[config.mk]
export PLATFORM = sky130hd
export DESIGN_NAME = spi_master_mc_flat
export DESIGN_NICKNAME = d
export VERILOG_FILES = /design/src/rtl/spi_master_mc_pkg.sv /design/src/rtl/spi_master_mc_if.sv /design/src/rtl/spi_clk_div.sv /design/src/rtl/spi_master_mc.sv /design/src/flat_wrapper.sv
export SDC_FILE = /design/constraint.sdc
export NUM_CORES = 1
export LEC_CHECK = 0
export ABC_AREA = 1
export CORE_MARGIN = 2
export CORE_UTILIZATION = 52
export CTS_CLUSTER_SIZE = 25
export DETAILED_ROUTE_END_ITERATION = 10
export GPL_TIMING_DRIVEN = 0
export PLACE_DENSITY = 0.78
export SKIP_LAST_GASP = 1
export SYNTH_ARGS = -nofsm -noshare
export SYNTH_HDL_FRONTEND = slang
export SYNTH_SLANG_ARGS = --single-unit
[constraint.sdc]
create_clock -name i_clk -period 1.5 [get_ports i_clk]
set_input_delay 0.375 -clock i_clk [delete_from_list [all_inputs] [get_ports i_clk]]
set_output_delay 0.375 -clock i_clk [all_outputs]
set_load 0.05 [all_outputs]
[src/rtl/spi_master_mc_pkg.sv]
// Shared definitions for the spi_master_mc SPI master: register addresses,
// STATUS/CTRL bit positions, SPI mode encodings and FSM state type.
package spi_master_mc_pkg;

    localparam logic [3:0] ADDR_STATUS = 4'h0;
    localparam logic [3:0] ADDR_TXDATA = 4'h1;
    localparam logic [3:0] ADDR_RXDATA = 4'h2;
    localparam logic [3:0] ADDR_CTRL   = 4'h3;
    localparam logic [3:0] ADDR_DIV    = 4'h4;

    localparam int STAT_BUSY     = 0;
    localparam int STAT_RX_VALID = 1;
    localparam int STAT_OVERRUN  = 2;
    localparam int STAT_IRQ_PEND = 3;

    localparam int CTRL_CPHA      = 0;
    localparam int CTRL_CPOL      = 1;
    localparam int CTRL_SS_EN     = 2;
    localparam int CTRL_SS_SEL_LO = 3;
    localparam int CTRL_SS_SEL_HI = 4;
    localparam int CTRL_IRQ_EN    = 5;

    // Encoded as {CPOL, CPHA}, matching CTRL[1:0].
    typedef enum logic [1:0] {
        MODE0 = 2'b00,
        MODE1 = 2'b01,
        MODE2 = 2'b10,
        MODE3 = 2'b11
    } spi_mode_e;

    typedef enum logic [1:0] {
        ST_IDLE  = 2'd0,
        ST_LEAD  = 2'd1,
        ST_SHIFT = 2'd2,
        ST_TRAIL = 2'd3
    } spi_state_e;

    function automatic int reset_div(input int clk_freq, input int sclk_freq);
        return clk_freq / (2 * sclk_freq) - 1;
    endfunction

endpackage

[src/rtl/spi_master_mc_if.sv]
// CPU register-bus port of spi_master_mc: one-cycle access strobe, 4-bit
// address, 8-bit write data and registered 8-bit read data.
interface spi_master_mc_if;

    logic       i_en;
    logic       i_wr;
    logic [3:0] i_addr;
    logic [7:0] i_data;
    logic [7:0] o_data;

    // Bus protocol: an access happens on every clock edge where i_en is high
    // (no backpressure); i_wr selects write, and read data appears on o_data
    // the cycle after the access and holds until the next read.
    modport master (
        output i_en,
        output i_wr,
        output i_addr,
        output i_data,
        input  o_data
    );

    modport slave (
        input  i_en,
        input  i_wr,
        input  i_addr,
        input  i_data,
        output o_data
    );

endinterface

[src/rtl/spi_clk_div.sv]
// SCLK half-period timer: 8-bit down-counter that emits a one-cycle tick
// every i_div+1 enabled cycles; i_load restarts the count from i_div.
module spi_clk_div (
    input  logic       i_clk,
    input  logic       i_rst,
    input  logic       i_load,
    input  logic       i_en,
    input  logic [7:0] i_div,
    output logic       o_tick
);

    logic [7:0] cnt_q;
    logic [7:0] cnt_d;

    always_comb begin
        cnt_d = cnt_q;
        if (i_load) begin
            cnt_d = i_div;
        end else if (i_en) begin
            cnt_d = (cnt_q == 8'd0) ? i_div : cnt_q - 8'd1;
        end
    end

    assign o_tick = i_en && !i_load && (cnt_q == 8'd0);

    always_ff @(posedge i_clk) begin
        if (i_rst) begin
            cnt_q <= 8'd0;
        end else begin
            cnt_q <= cnt_d;
        end
    end

endmodule

[src/rtl/spi_master_mc.sv]
// Multi-mode, multi-slave byte SPI master on the CPU register bus.
// Optional transfer-done interrupt (o_irq, IRQ_EN, irq_pend) enabled by SPI_IRQ_EN.
module spi_master_mc
    import spi_master_mc_pkg::*;
#(
    parameter int CLK_FREQ  = 48_000_000,
    parameter int SCLK_FREQ = 1_000_000,
    parameter int NUM_SS    = 1
) (
    input  logic              i_clk,
    input  logic              i_rst,
    spi_master_mc_if.slave    bus,
    output logic              o_SCLK,
    output logic              o_MOSI,
    input  logic              i_MISO,
    output logic [NUM_SS-1:0] o_SS
`ifdef SPI_IRQ_EN
    ,
    output logic              o_irq
`endif
);

    localparam int         RESET_DIV   = reset_div(CLK_FREQ, SCLK_FREQ);
    localparam logic [7:0] RESET_DIV_8 = 8'(RESET_DIV);

    if (RESET_DIV > 255 || RESET_DIV < 0) begin : g_bad_div
        $error("spi_master_mc: reset divisor out of 0..255 range");
    end
    if (NUM_SS < 1 || NUM_SS > 4) begin : g_bad_num_ss
        $error("spi_master_mc: NUM_SS must be in 1..4");
    end

    spi_state_e        state_q, state_d;
    logic [5:0]        ctrl_q, ctrl_d;
    logic [7:0]        div_q, div_d;
    logic [7:0]        tx_sh_q, tx_sh_d;
    logic [7:0]        rx_sh_q, rx_sh_d;
    logic [7:0]        rx_data_q, rx_data_d;
    logic              rx_valid_q, rx_valid_d;
    logic              overrun_q, overrun_d;
    logic              irq_pend_q, irq_pend_d;
    logic [3:0]        edge_cnt_q, edge_cnt_d;
    logic              sclk_q, sclk_d;
    logic              mosi_q, mosi_d;
    logic [NUM_SS-1:0] ss_q, ss_d;
    logic [7:0]        rdata_q, rdata_d;
`ifdef SPI_IRQ_EN
    logic              irq_q, irq_d;
`endif

    logic busy;
    logic rd_en;
    logic wr_en;
    logic start;
    logic tick;
    logic cpha;
    logic ctrl_irq_bit;

    assign busy  = (state_q != ST_IDLE);
    assign rd_en = bus.i_en && !bus.i_wr;
    assign wr_en = bus.i_en && bus.i_wr;
    assign start = wr_en && !busy && (bus.i_addr == ADDR_TXDATA);
    assign cpha  = ctrl_q[CTRL_CPHA];

`ifdef SPI_IRQ_EN
    assign ctrl_irq_bit = bus.i_data[CTRL_IRQ_EN];
`else
    assign ctrl_irq_bit = 1'b0;
`endif

    spi_clk_div u_clk_div (
        .i_clk  (i_clk),
        .i_rst  (i_rst),
        .i_load (start),
        .i_en   (busy),
        .i_div  (div_q),
        .o_tick (tick)
    );

    always_comb begin
        state_d    = state_q;
        ctrl_d     = ctrl_q;
        div_d      = div_q;
        tx_sh_d    = tx_sh_q;
        rx_sh_d    = rx_sh_q;
        rx_data_d  = rx_data_q;
        rx_valid_d = rx_valid_q;
        overrun_d  = overrun_q;
        irq_pend_d = irq_pend_q;
        edge_cnt_d = edge_cnt_q;
        sclk_d     = sclk_q;
        mosi_d     = mosi_q;
        rdata_d    = rdata_q;

        if (rd_en) begin
            case (bus.i_addr)
                ADDR_STATUS: rdata_d = {4'b0000, irq_pend_q, overrun_q, rx_valid_q, busy};
                ADDR_RXDATA: rdata_d = rx_data_q;
                ADDR_CTRL:   rdata_d = {2'b00, ctrl_q};
                ADDR_DIV:    rdata_d = div_q;
                default:     rdata_d = 8'h00;
            endcase
            if (bus.i_addr == ADDR_STATUS) begin
                overrun_d  = 1'b0;
                irq_pend_d = 1'b0;
            end
            if (bus.i_addr == ADDR_RXDATA) begin
                rx_valid_d = 1'b0;
            end
        end

        // Configuration is frozen while a byte is on the wire.
        if (wr_en && !busy) begin
            if (bus.i_addr == ADDR_CTRL) begin
                ctrl_d = {ctrl_irq_bit, bus.i_data[4:0]};
            end
            if (bus.i_addr == ADDR_DIV) begin
                div_d = bus.i_data;
            end
        end
        if (wr_en && busy && (bus.i_addr == ADDR_TXDATA)) begin
            overrun_d = 1'b1;
        end

        case (state_q)
            ST_IDLE: begin
                sclk_d = ctrl_d[CTRL_CPOL];
                if (start) begin
                    state_d    = ST_LEAD;
                    edge_cnt_d = 4'd0;
                    tx_sh_d    = bus.i_data;
                    // CPHA=0 slaves sample on the first edge, so the MSB must already be out.
                    if (!cpha) begin
                        mosi_d  = bus.i_data[7];
                        tx_sh_d = {bus.i_data[6:0], 1'b0};
                    end
                end
            end
            ST_LEAD: begin
                if (tick) begin
                    state_d = ST_SHIFT;
                end
            end
            ST_SHIFT: begin
                if (tick) begin
                    sclk_d     = !sclk_q;
                    edge_cnt_d = edge_cnt_q + 4'd1;
                    // edge_cnt_q even means this is an odd (1st, 3rd, ...) edge.
                    if ((!edge_cnt_q[0]) ^ cpha) begin
                        rx_sh_d = {rx_sh_q[6:0], i_MISO};
                    end else begin
                        mosi_d  = tx_sh_q[7];
                        tx_sh_d = {tx_sh_q[6:0], 1'b0};
                    end
                    if (edge_cnt_q == 4'd15) begin
                        state_d = ST_TRAIL;
                    end
                end
            end
            ST_TRAIL: begin
                if (tick) begin
                    state_d    = ST_IDLE;
                    rx_data_d  = rx_sh_q;
                    rx_valid_d = 1'b1;
                    if (rx_valid_q) begin
                        overrun_d = 1'b1;
                    end
`ifdef SPI_IRQ_EN
                    irq_pend_d = 1'b1;
`endif
                end
            end
            default: state_d = ST_IDLE;
        endcase
    end

    always_comb begin
        ss_d = '1;
        for (int i = 0; i < NUM_SS; i++) begin
            if (ctrl_d[CTRL_SS_EN] && (ctrl_d[CTRL_SS_SEL_HI:CTRL_SS_SEL_LO] == 2'(i))) begin
                ss_d[i] = 1'b0;
            end
        end
    end

`ifdef SPI_IRQ_EN
    assign irq_d = irq_pend_d & ctrl_d[CTRL_IRQ_EN];
`endif

    always_ff @(posedge i_clk) begin
        if (i_rst) begin
            state_q    <= ST_IDLE;
            ctrl_q     <= 6'h00;
            div_q      <= RESET_DIV_8;
            tx_sh_q    <= 8'h00;
            rx_sh_q    <= 8'h00;
            rx_data_q  <= 8'h00;
            rx_valid_q <= 1'b0;
            overrun_q  <= 1'b0;
            irq_pend_q <= 1'b0;
            edge_cnt_q <= 4'd0;
            sclk_q     <= 1'b0;
            mosi_q     <= 1'b0;
            ss_q       <= '1;
            rdata_q    <= 8'h00;
`ifdef SPI_IRQ_EN
            irq_q      <= 1'b0;
`endif
        end else begin
            state_q    <= state_d;
            ctrl_q     <= ctrl_d;
            div_q      <= div_d;
            tx_sh_q    <= tx_sh_d;
            rx_sh_q    <= rx_sh_d;
            rx_data_q  <= rx_data_d;
            rx_valid_q <= rx_valid_d;
            overrun_q  <= overrun_d;
            irq_pend_q <= irq_pend_d;
            edge_cnt_q <= edge_cnt_d;
            sclk_q     <= sclk_d;
            mosi_q     <= mosi_d;
            ss_q       <= ss_d;
            rdata_q    <= rdata_d;
`ifdef SPI_IRQ_EN
            irq_q      <= irq_d;
`endif
        end
    end

    assign bus.o_data = rdata_q;
    assign o_SCLK     = sclk_q;
    assign o_MOSI     = mosi_q;
    assign o_SS       = ss_q;
`ifdef SPI_IRQ_EN
    assign o_irq      = irq_q;
`endif

endmodule

[src/flat_wrapper.sv]
// flat-port wrapper written by rule: the top's interface ports become plain ports
module spi_master_mc_flat import spi_master_mc_pkg::*;
#(
    parameter int CLK_FREQ  = 48_000_000,
    parameter int SCLK_FREQ = 1_000_000,
    parameter int NUM_SS    = 1
)
  (i_clk, i_rst, o_SCLK, o_MOSI, i_MISO, o_SS, bus_i_en, bus_i_wr, bus_i_addr, bus_i_data, bus_o_data);
  spi_master_mc_if bus_i ();
  input  logic i_clk;
  input  logic i_rst;
  output logic o_SCLK;
  output logic o_MOSI;
  input  logic i_MISO;
  output logic [NUM_SS-1:0] o_SS;
  input wire logic [$bits(bus_i.i_en)-1:0] bus_i_en;
  input wire logic [$bits(bus_i.i_wr)-1:0] bus_i_wr;
  input wire logic [$bits(bus_i.i_addr)-1:0] bus_i_addr;
  input wire logic [$bits(bus_i.i_data)-1:0] bus_i_data;
  output wire logic [$bits(bus_i.o_data)-1:0] bus_o_data;
  assign bus_i.i_en = bus_i_en;
  assign bus_i.i_wr = bus_i_wr;
  assign bus_i.i_addr = bus_i_addr;
  assign bus_i.i_data = bus_i_data;
  assign bus_o_data = bus_i.o_data;
  spi_master_mc #(.CLK_FREQ(CLK_FREQ), .SCLK_FREQ(SCLK_FREQ), .NUM_SS(NUM_SS)) u_core (.i_clk(i_clk), .i_rst(i_rst), .bus(bus_i), .o_SCLK(o_SCLK), .o_MOSI(o_MOSI), .i_MISO(i_MISO), .o_SS(o_SS));
endmodule
==> results of run 1 <==
[cells in the final DEF (no fill, tap or decap), types with 5 or more instances in the layout]
cell type / synthesis / routed
o21ai_1: 2 / 10
clkbuf_8: 0 / 9
dfxtp_1: 64 / 57
dfxtp_2: 0 / 7
inv_2: 10 / 12
nand4_1: 6 / 6
buf_4: 1 / 23
nand2_4: 0 / 7
a21oi_2: 0 / 22
clkdlybuf4s15_2: 0 / 11
nand2_1: 106 / 86
inv_1: 55 / 45
a21oi_1: 51 / 29
clkdlybuf4s50_1: 0 / 9
clkbuf_1: 8 / 9
o211ai_1: 6 / 6
o21ai_0: 55 / 34
nor2_4: 4 / 14
dlygate4sd2_1: 0 / 5
o21ai_2: 0 / 13
nor2_1: 27 / 18
buf_6: 1 / 16
nand3_4: 1 / 7
nand3_1: 26 / 21
nand2_2: 5 / 17
[worst max-delay path, cell delays in order, from the launching register on]
cell and delay, ps:
dfxtp_2 340, inv_2 100, ha_4 170, inv_4 50, nor2_4 170, nand3_4 150
nand2_4 140, inv_6 60, buf_4 120, o21ai_0 90, nand3_1 120, a21oi_1 150
[layer usage]
metal  global-route usage  routed length (um)  vias to the layer above
li1                     -                   -                     1663
met2                0.468                5540                      341
met1                0.373                4290                     1776
met5                    0                   0                        -
met4                0.167                 833                        0
met3               0.0758                1310                      102
[layout make-up]
| type | count | share of cell area |
|---|---|---|
| tap | 75 | 0.0204 |
| sequential | 64 | 0.280 |
| timing repair inverter | 1 | 0.00190 |
| clock inverter | 5 | 0.0176 |
| clock buffer | 11 | 0.0285 |
| timing repair buffer | 64 | 0.136 |
| buffer | 12 | 0.0174 |
| inverter | 67 | 0.0649 |
| multi-input combinational | 316 | 0.433 |
[cell usage after synthesis, types with 5 or more instances]
cell,count
nand4_1,6
nand3_1,26
inv_1,55
o21ai_0,55
o211ai_1,6
dfxtp_1,64
a21oi_1,51
clkbuf_1,8
nand2_1,106
nor2_1,27
o22ai_1,5
nand2_2,5
ha_1,7
inv_2,10
[repair_timing]
| item | in CTS | in global routing |
|---|---|---|
| pin swaps | 14 | 29 |
| endpoints found under the setup margin | 75 | 61 |
| gates resized for setup | 106 | 112 |
| buffers inserted | 20 | 16 |
| cloned | 2 | 2 |
[metrics by stage]
| step | TNS, ps | power [mW] | setup WS (ps) | std cells |
|---|---|---|---|---|
| 6_report | -5410 | 9.07 | -229 | 615 |
| 3_5_place_dp | -28460 | 4.75 | -729 | 559 |
| 2_1_floorplan | -14.7 | 4.15 | -7.76 | 458 |
| 4_1_cts | -350 | 7.27 | -53.7 | 597 |
| 5_1_grt | -8090 | 9.46 | -266 | 615 |
| 3_3_place_gp | -26850 | 4.68 | -721 | 559 |
[flip-flops by register name (all words and copies together), names as in the netlist, 2 cells and up]
name                    count
u_core.tx_sh_q              8
u_core.rx_sh_q              8
u_core.ctrl_q               5
u_core.div_q                8
u_core.state_q              2
u_core.bus.o_data           8
u_core.rx_data_q            8
u_core.edge_cnt_q           4
u_core.u_clk_div.cnt_q      8
[kinds of logic (layout without fill, tap and decap cells)]
group / count (synthesis) / in the layout
flip-flops: 64 / 64
buffers and inverters: 79 / 160
AND/OR/NAND/NOR: 183 / 184
XOR/XNOR: 2 / 2
AO/OA/AOI/OAI: 122 / 122
multiplexers: 1 / 1
adder cells (fa/ha/maj): 7 / 7
[where the power goes]
group / switching [mW] / leakage, nW / total (mW) / internal, mW
Combinational: 3.11 / 1.18 / 5.26 / 2.15
Sequential: 0.172 / 0.521 / 2.12 / 1.95
Clock: 0.758 / 0.104 / 1.70 / 0.937
Total: 4.04 / 1.80 / 9.07 / 5.03
[final timing paths]
check | from | cells past startpoint | slack [ps] | end
max | u_core.state_q[0] | 11 | -230 | u_core.u_clk_div.cnt_q[7]
min | i_rst | 2 | 390 | u_core.bus.o_data[3]
max reg2reg | u_core.state_q[0] | 11 | -230 | u_core.u_clk_div.cnt_q[7]
min reg2reg | u_core.u_clk_div.cnt_q[2] | 2 | 460 | u_core.u_clk_div.cnt_q[2]
==> flow_summary.ini, run 1 <==
[run_status]
status = finished, violations left
violations = setup timing

[yosys]
synth_warnings = 0
netlist_instances = 458
synth_seq_area_share = 0.405
synth_xor_area_frac = 0.00553
postSynth.asyncResetShare = 0
syn_area_um2 = 3170
synth_top_area_frac = 0.405
avgSynthCellArea_um2 = 6.91
synth-compound-area-share = 0.202
synth_simple_gate_area_frac = 0.259
synth_mux_area_frac = 0.00316
yosysTopAreaCell = dfxtp_1
synth_cell_types = 30
synthAdderAreaFrac = 0.0277
ys.flop_type = dfxtp_1
ys_top_cells_by_area = dfxtp_1 40%, nand2_1 13%, o21ai_0 8.7%
synth_edf_count = 0
syn_nets = 482
synth_top_family_by_area = simple AND/OR/NAND/NOR gates
ys_seq_elements = 64

[placed_design]
io_buffers = 26
placed_area_um2 = 3520
hpwlAfterDp_um = 5780
place_congestion = 0.878

[floorplanning]
fp.dieH_um = 82.0
start_util = 0.538
dieArea_um2 = 6730
io_pins = 28
die_w_um = 82.0
core-area_um2 = 5890
rows = 28

[global_route]
grt_first_pass_wirelength_um = 14800
grt_pass1_vias = 3136
grtUsageTotal = 0.298
overflow = 0
grt_max_degree = 12
antenna_found_initial = 0

[cells_and_area]
nNetsFinal = 559
area_growth_pct = 45.7
final_area_um2 = 4610
register_area_um2 = 1290
n_antenna_cell = 0
fillers = 356
drive_gt1_frac = 0.350
multi_input_area_um2 = 2000
post-route-util = 0.783

[worst_setup_path]
startpoint_type = register
crit_path_max_fanout = 8
critPathKind = reg2reg
setup.worst_path.end_class = register
arrival_ps = 2020
required_ps = 1800

[clock_tree]
ctsHoldBuffers = 0
cts_sinks = 64
clock_latency_ps = 370
clkSlewWorstSetupHoldPaths_ps = 80
cts_tree = done
cts_root_buffer = clkbuf_8
cts_made_buffers = 9
clock_path_buffers = 2
h-tree-depth = 3

[detailed_routing]
vias = 3882
routed_wl_um = 12000
ant_nets = 0
drcViolationCount = 0
avgRoutedWirePerCell_um = 19.5
via_per_inst = 6.31
drt_iter0_drc = 514
drtPass1Iterations = 8

[sta]
setup_slack_ps = -229
setup_viol = 55
slew_viol_final = 0
hold_ws_ps = 393
tightest_slew_ps = 703
rsz0062_at_grt = yes
period_minus_slack_ps = 1730
max_slew_margin = 0.532
fin_skew_ps = 11.1
max_freq_ghz = 0.578
min_period_over_period = 1.15
finalHoldViolations = 0

[worst_hold_path]
hold_class = in2reg

[power_and_ir_drop]
peakVddDrop_mv = 1.66
cellLeakagePower_nw = 1.80
power_density_nw_per_um2 = 1970

[run]
drv_cap = 0
(Power assumes the default switching activity.)
==> run 2: changes to the inputs <==
==> constraint.sdc (replaced) <==
create_clock -name i_clk -period 1.5 [get_ports i_clk]
set_input_delay 0.225 -clock i_clk [delete_from_list [all_inputs] [get_ports i_clk]]
set_output_delay 0.225 -clock i_clk [all_outputs]
set_load 0.05 [all_outputs]
==> run 2 against run 1 <==
Effect of this change: sequential power barely moved; sequential share of layout area rose by 1.9 points; maximum frequency rose by 3.0%; highest routed layer unchanged; largest cell class unchanged; non-clock buffer count fell by 12; cell count fell by 2.1%; clock skew fell by 0.88 ps; the flow still finishes with violations (setup timing); register-to-register slack improved by 50 ps.
==> flow_summary.ini, run 2 (synthesis results as in run 1) <==
[run]
drv_cap = 0

[floorplanning]
fp.dieH_um = 82.0
die_w_um = 82.0
io_pins = 28
core-area_um2 = 5890
dieArea_um2 = 6730
start_util = 0.538
rows = 28

[clock_tree]
cts_tree = done
clkSlewWorstSetupHoldPaths_ps = 80
clock_path_buffers = 2
cts_made_buffers = 9
h-tree-depth = 3
cts_root_buffer = clkbuf_8
clock_latency_ps = 360
cts_sinks = 64

[sta]
setup_slack_ps = -179
max_slew_margin = 0.533
hold_ws_ps = 200
fin_skew_ps = 10.2
finalHoldViolations = 0
max_freq_ghz = 0.596
rsz0062_at_grt = yes
period_minus_slack_ps = 1680
setup_viol = 54
slew_viol_final = 0
tightest_slew_ps = 701
min_period_over_period = 1.12

[placed_design]
io_buffers = 26
dp_slack_ps = -579
place_congestion = 0.878
hpwlAfterDp_um = 5780
placed_area_um2 = 3520

[worst_setup_path]
reg2reg_from = u_core.state_q[0]
arrival_ps = 1910
required_ps = 1730
startpoint_type = register
reg2reg_depth = 9
setup.worst_path.end_class = register
r2r-end = u_core.u_clk_div.cnt_q[1]
crit_path_max_fanout = 10
r2r_slack_ps = -180
critPathKind = reg2reg

[power_and_ir_drop]
cellLeakagePower_nw = 1.75
p_seq_frac = 0.255
p_int_mw = 4.61
power_density_nw_per_um2 = 1910
p_switching_mw = 3.63
power_mw = 8.25
switching_share = 0.441
clkPwrFrac = 0.203
peakVddDrop_mv = 1.50
p_comb_frac = 0.542

[detailed_routing]
ant_nets = 0
drcViolationCount = 0
drt_iter0_drc = 463
vias = 3493
via_per_inst = 5.80
drtPass1Iterations = 5
routed_wl_um = 10200
avgRoutedWirePerCell_um = 17.0

[cells_and_area]
drive_gt1_frac = 0.256
final_area_um2 = 4310
final_cell_mix = 94 x nand2_1, 59 x dfxtp_1, 47 x inv_1, 42 x o21ai_0, 37 x a21oi_1
fillers = 433
post-route-util = 0.733
n_antenna_cell = 0
area_growth_pct = 36.3
layout_commonest_cell = nand2_1
nNetsFinal = 546

[run_status]
violations = setup timing
status = finished, violations left

[worst_hold_path]
hold_depth = 2
worstHoldStart = i_rst
hold_class = in2reg
whs_endpoint = u_core.bus.o_data[3]

[global_route]
grt_first_pass_wirelength_um = 15000
overflow = 0
grt_max_degree = 12
grtUsageTotal = 0.299
grt_pass1_vias = 3223
antenna_found_initial = 0
[run 2: cell count changes in the layout (fill, tap and decap cells not counted), moves of 8 or more]
cell,previous run,this run
a21oi_1,29,37
a21oi_2,22,13
clkdlybuf4s15_2,11,0
nand2_1,86,94
o21ai_0,34,42
o21ai_2,13,5
[run 2: how the worst max path moves through the flow]
stage	slack, ps	end	cells after the start	start
floorplan	-8	u_core.state_q[0]	11	u_core.state_q[0]
global placement	-570	u_core.rx_valid_q	6	bus_i_en
detailed placement	-580	u_core.rx_valid_q	6	bus_i_en
CTS	-60	u_core.rx_data_q[6]	10	u_core.u_clk_div.cnt_q[1]
global route	-210	u_core.u_clk_div.cnt_q[1]	10	u_core.state_q[1]
finish	-180	u_core.u_clk_div.cnt_q[1]	9	u_core.state_q[0]
[run 2: per-stage QoR]
step | std cells | TNS, ps
CTS | 596 | -330
detailed placement | 559 | -21240
global placement | 559 | -19650
finish | 602 | -4590
global route | 602 | -7470
floorplan | 458 | -14.7
[run 2: per-layer routing]
layer / vias up / wire length (um) / GRT usage
met5: - / 0 / 0
met1: 1615 / 4100 / 0.365
met4: 0 / 401 / 0.172
met3: 47 / 841 / 0.0747
li1: 1627 / - / -
met2: 204 / 4890 / 0.477
[run 2: worst max-delay path, cell delays in order (launching register included)]
cell and delay, ps:
dfxtp_4 360, inv_4 60, ha_4 180, inv_6 50
nor2_4 150, nand3_4 170, nand2_4 150, inv_6 70
o21ai_0 210, a21oi_1 130
[run 2: layout make-up]
class / count / area (um^2) / share of cell area
buffer: 12 / 72.6 / 0.0168
clock buffer: 11 / 131 / 0.0305
clock inverter: 5 / 81.3 / 0.0189
inverter: 67 / 283 / 0.0655
multi-input combinational: 316 / 1890 / 0.438
sequential: 64 / 1290 / 0.299
tap: 75 / 93.8 / 0.0218
timing repair buffer: 52 / 472 / 0.109
[run 2: what timing repair did]
item | 4_1_cts | 5_1_grt
hold buffers | 0 | 0
pin swaps | 13 | 16
gates cloned | 2 | 1
setup buffers | 19 | 5
setup endpoints to repair | 75 | 61
endpoints found under the hold margin | 0 | 0
resized for setup | 86 | 51
[run 2: power groups by stage]
| stage | registers [mW] | logic [mW] | clock network (mW) |
|---|---|---|---|
| 6_report | 2.11 | 4.47 | 1.67 |
| 4_1_cts | 2.09 | 3.62 | 1.66 |
| 3_3_place_gp | 2.10 | 2.58 | 0 |
| 5_1_grt | 2.12 | 4.82 | 1.75 |
| 2_1_floorplan | 2.16 | 1.99 | 0 |
| 3_5_place_dp | 2.11 | 2.64 | 0 |
==> run 3: changes to the inputs <==
--- a/config.mk
+++ b/config.mk
@@ -10,9 +10,11 @@
 export CORE_UTILIZATION = 52
 export CTS_CLUSTER_SIZE = 25
 export DETAILED_ROUTE_END_ITERATION = 10
+export GPL_ROUTABILITY_DRIVEN = 0
 export GPL_TIMING_DRIVEN = 0
 export PLACE_DENSITY = 0.78
 export SKIP_LAST_GASP = 1
 export SYNTH_ARGS = -nofsm -noshare
 export SYNTH_HDL_FRONTEND = slang
+export SYNTH_HIERARCHICAL = 1
 export SYNTH_SLANG_ARGS = --single-unit
==> run 3 against run 2 <==
Effect of this change: the run still ends with setup timing left; sequential power down 10%; worst hold slack better by 260 ps; wire length down 5.6%; power down 26%; clock skew down 0.70 ps; first-iteration DRC count down 25%; clock-buffer cell count unchanged; highest routed layer unchanged; synthesized cell count up 2.0%; non-clock buffer count up 13.
==> flow_summary.ini, run 3 <==
[clock_tree]
clkSlewWorstSetupHoldPaths_ps = 70
h-tree-depth = 3
ctsHoldBuffers = 0
cts_tree = done
clock_path_buffers = 2
clock_latency_ps = 350
cts_sinks = 64
cts_made_buffers = 9
cts_root_buffer = clkbuf_8

[yosys]
synth_simple_gate_area_frac = 0.295
ys_seq_elements = 64
postSynth.asyncResetShare = 0
synth_top_area_frac = 0.395
synth_mux_area_frac = 0
syn_nets = 491
netlist_instances = 467
synth-compound-area-share = 0.173
synth_seq_area_share = 0.395
synth_top_family_by_area = simple AND/OR/NAND/NOR gates
synth_warnings = 6
synth.most_common_cell = nand2_1
syn_area_um2 = 3240
ys_top_cells_by_area = dfxtp_1 39%, nand2_1 13%, a21oi_1 8.9%
synth_cell_types = 32
ys.flop_type = dfxtp_1
synth_edf_count = 0
synthTopCellsByCount = 111 x nand2_1, 64 x dfxtp_1, 58 x a21oi_1
yosysTopAreaCell = dfxtp_1
synthAdderAreaFrac = 0.0270
avgSynthCellArea_um2 = 6.95
synth_xor_area_frac = 0.0108

[global_route]
antenna_found_initial = 0
grt_pass1_vias = 3102
grt_max_degree = 12
overflow = 0
grtUsageTotal = 0.264
grt_first_pass_wirelength_um = 14700

[sta]
max_slew_margin = 0.660
hold_ws_ps = 464
period_minus_slack_ps = 1930
slew_viol_final = 0
setup_viol = 46
fin_skew_ps = 9.49
setup_slack_ps = -426
max_freq_ghz = 0.519
finalHoldViolations = 0
min_period_over_period = 1.28
rsz0062_at_grt = yes
tightest_slew_ps = 510

[cells_and_area]
fillers = 418
drive_gt1_frac = 0.311
area_growth_pct = 41.5
final_area_um2 = 4590
final_cell_mix = 97 x nand2_1, 59 x dfxtp_1, 47 x inv_1, 39 x nand3_1, 35 x a21oi_1
nNetsFinal = 563
layout_commonest_cell = nand2_1
post-route-util = 0.767
n_antenna_cell = 0

[detailed_routing]
routed_wl_um = 9670
ant_nets = 0
vias = 3428
drtPass1Iterations = 7
drcViolationCount = 0
via_per_inst = 5.54
avgRoutedWirePerCell_um = 15.6
drt_iter0_drc = 347

[power_and_ir_drop]
cellLeakagePower_nw = 1.90
peakVddDrop_mv = 1.06
power_mw = 6.11
power_density_nw_per_um2 = 1330

[floorplanning]
die_w_um = 83.0
io_pins = 28
dieArea_um2 = 6890
rows = 28
start_util = 0.542
fp.dieH_um = 83.0
core-area_um2 = 5990

[worst_setup_path]
required_ps = 1780
reg2reg_depth = 12
critPathKind = in2reg
setup.worst_path.end_class = register
startpoint_type = input pin
crit_path_max_fanout = 4
arrival_ps = 2200

[placed_design]
hpwlAfterDp_um = 5790
io_buffers = 27
placed_area_um2 = 3710
dp_slack_ps = -786

[run_status]
violations = setup timing
status = finished, violations left

[worst_hold_path]
hold_depth = 2
hold_class = reg2reg

[run]
drv_cap = 0
-- run 3: changes by cell type after synthesis, sizes merged, moves of 3 or more --
cell    change
nand4       +3
a21oi       +8
o211ai      -5
nor2        +6
buf         +3
inv         -3
o21ai      -15
nand3      +11
-- run 3: layout make-up --
cell class	instances	area, um^2	share of cell area
sequential	64	1290	0.280
multi-input combinational	325	1970	0.430
clock buffer	11	151	0.0330
tap	75	93.8	0.0204
buffer	15	106	0.0232
clock inverter	5	103	0.0223
timing repair buffer	62	624	0.136
inverter	62	253	0.0550
-- run 3: power by group --
part,internal (mW),switching [mW]
logic,0.999,1.33
clock network,1.19,0.684
registers,1.82,0.0872
-- run 3: worst paths after layout --
check                                            end  slack, ps                      start
worst max-delay path            u_core/edge_cnt_q[0]       -430              bus_i_addr[0]
worst min-delay path            u_core/bus.o_data[2]        460       u_core/bus.o_data[2]
worst max register to register         u_core/o_MOSI       -420  u_core/u_clk_div/cnt_q[7]
worst min register to register  u_core/bus.o_data[2]        460       u_core/bus.o_data[2]
-- run 3: through the flow --
stage	cells	TNS (ps)
6_report	619	-12410
5_1_grt	619	-16110
4_1_cts	612	-7910
2_1_floorplan	467	-6030
3_3_place_gp	569	-30690
3_5_place_dp	569	-32250
-- run 3: routing by layer --
| metal | wire length (um) | global-route usage | vias to the layer above |
|---|---|---|---|
| met1 | 3900 | 0.322 | 1583 |
| met4 | 178 | 0.0939 | 0 |
| met5 | 0 | 0 | - |
| li1 | - | - | 1671 |
| met3 | 686 | 0.0755 | 24 |
| met2 | 4900 | 0.445 | 150 |
-- run 3: logic make-up after synthesis --
logic type | Yosys count
flip-flops | 64
XOR/XNOR | 4
AND/OR/NAND/NOR | 207
AO/OA/AOI/OAI | 107
buffers and inverters | 78
adder cells (fa/ha/maj) | 7
-- run 3: worst max-delay path, stage by stage --
cell and delay [ps]:
clkdlybuf4s50_1 590, inv_1 100, nor2_2 210, nand3_4 130, inv_4 80, nor2_4 50
nor2_4 130, nor2_4 80, buf_6 130, buf_6 120, nand2_2 100, nand2_1 80
a21oi_2 150
-- run 3: timing repair --
item | in CTS | in global routing
cloned | 4 | 0
resized for setup | 76 | 48
setup buffers | 25 | 7
endpoints found under the setup margin | 67 | 58
pin swaps | 26 | 21
endpoints found under the hold margin | 0 | 0
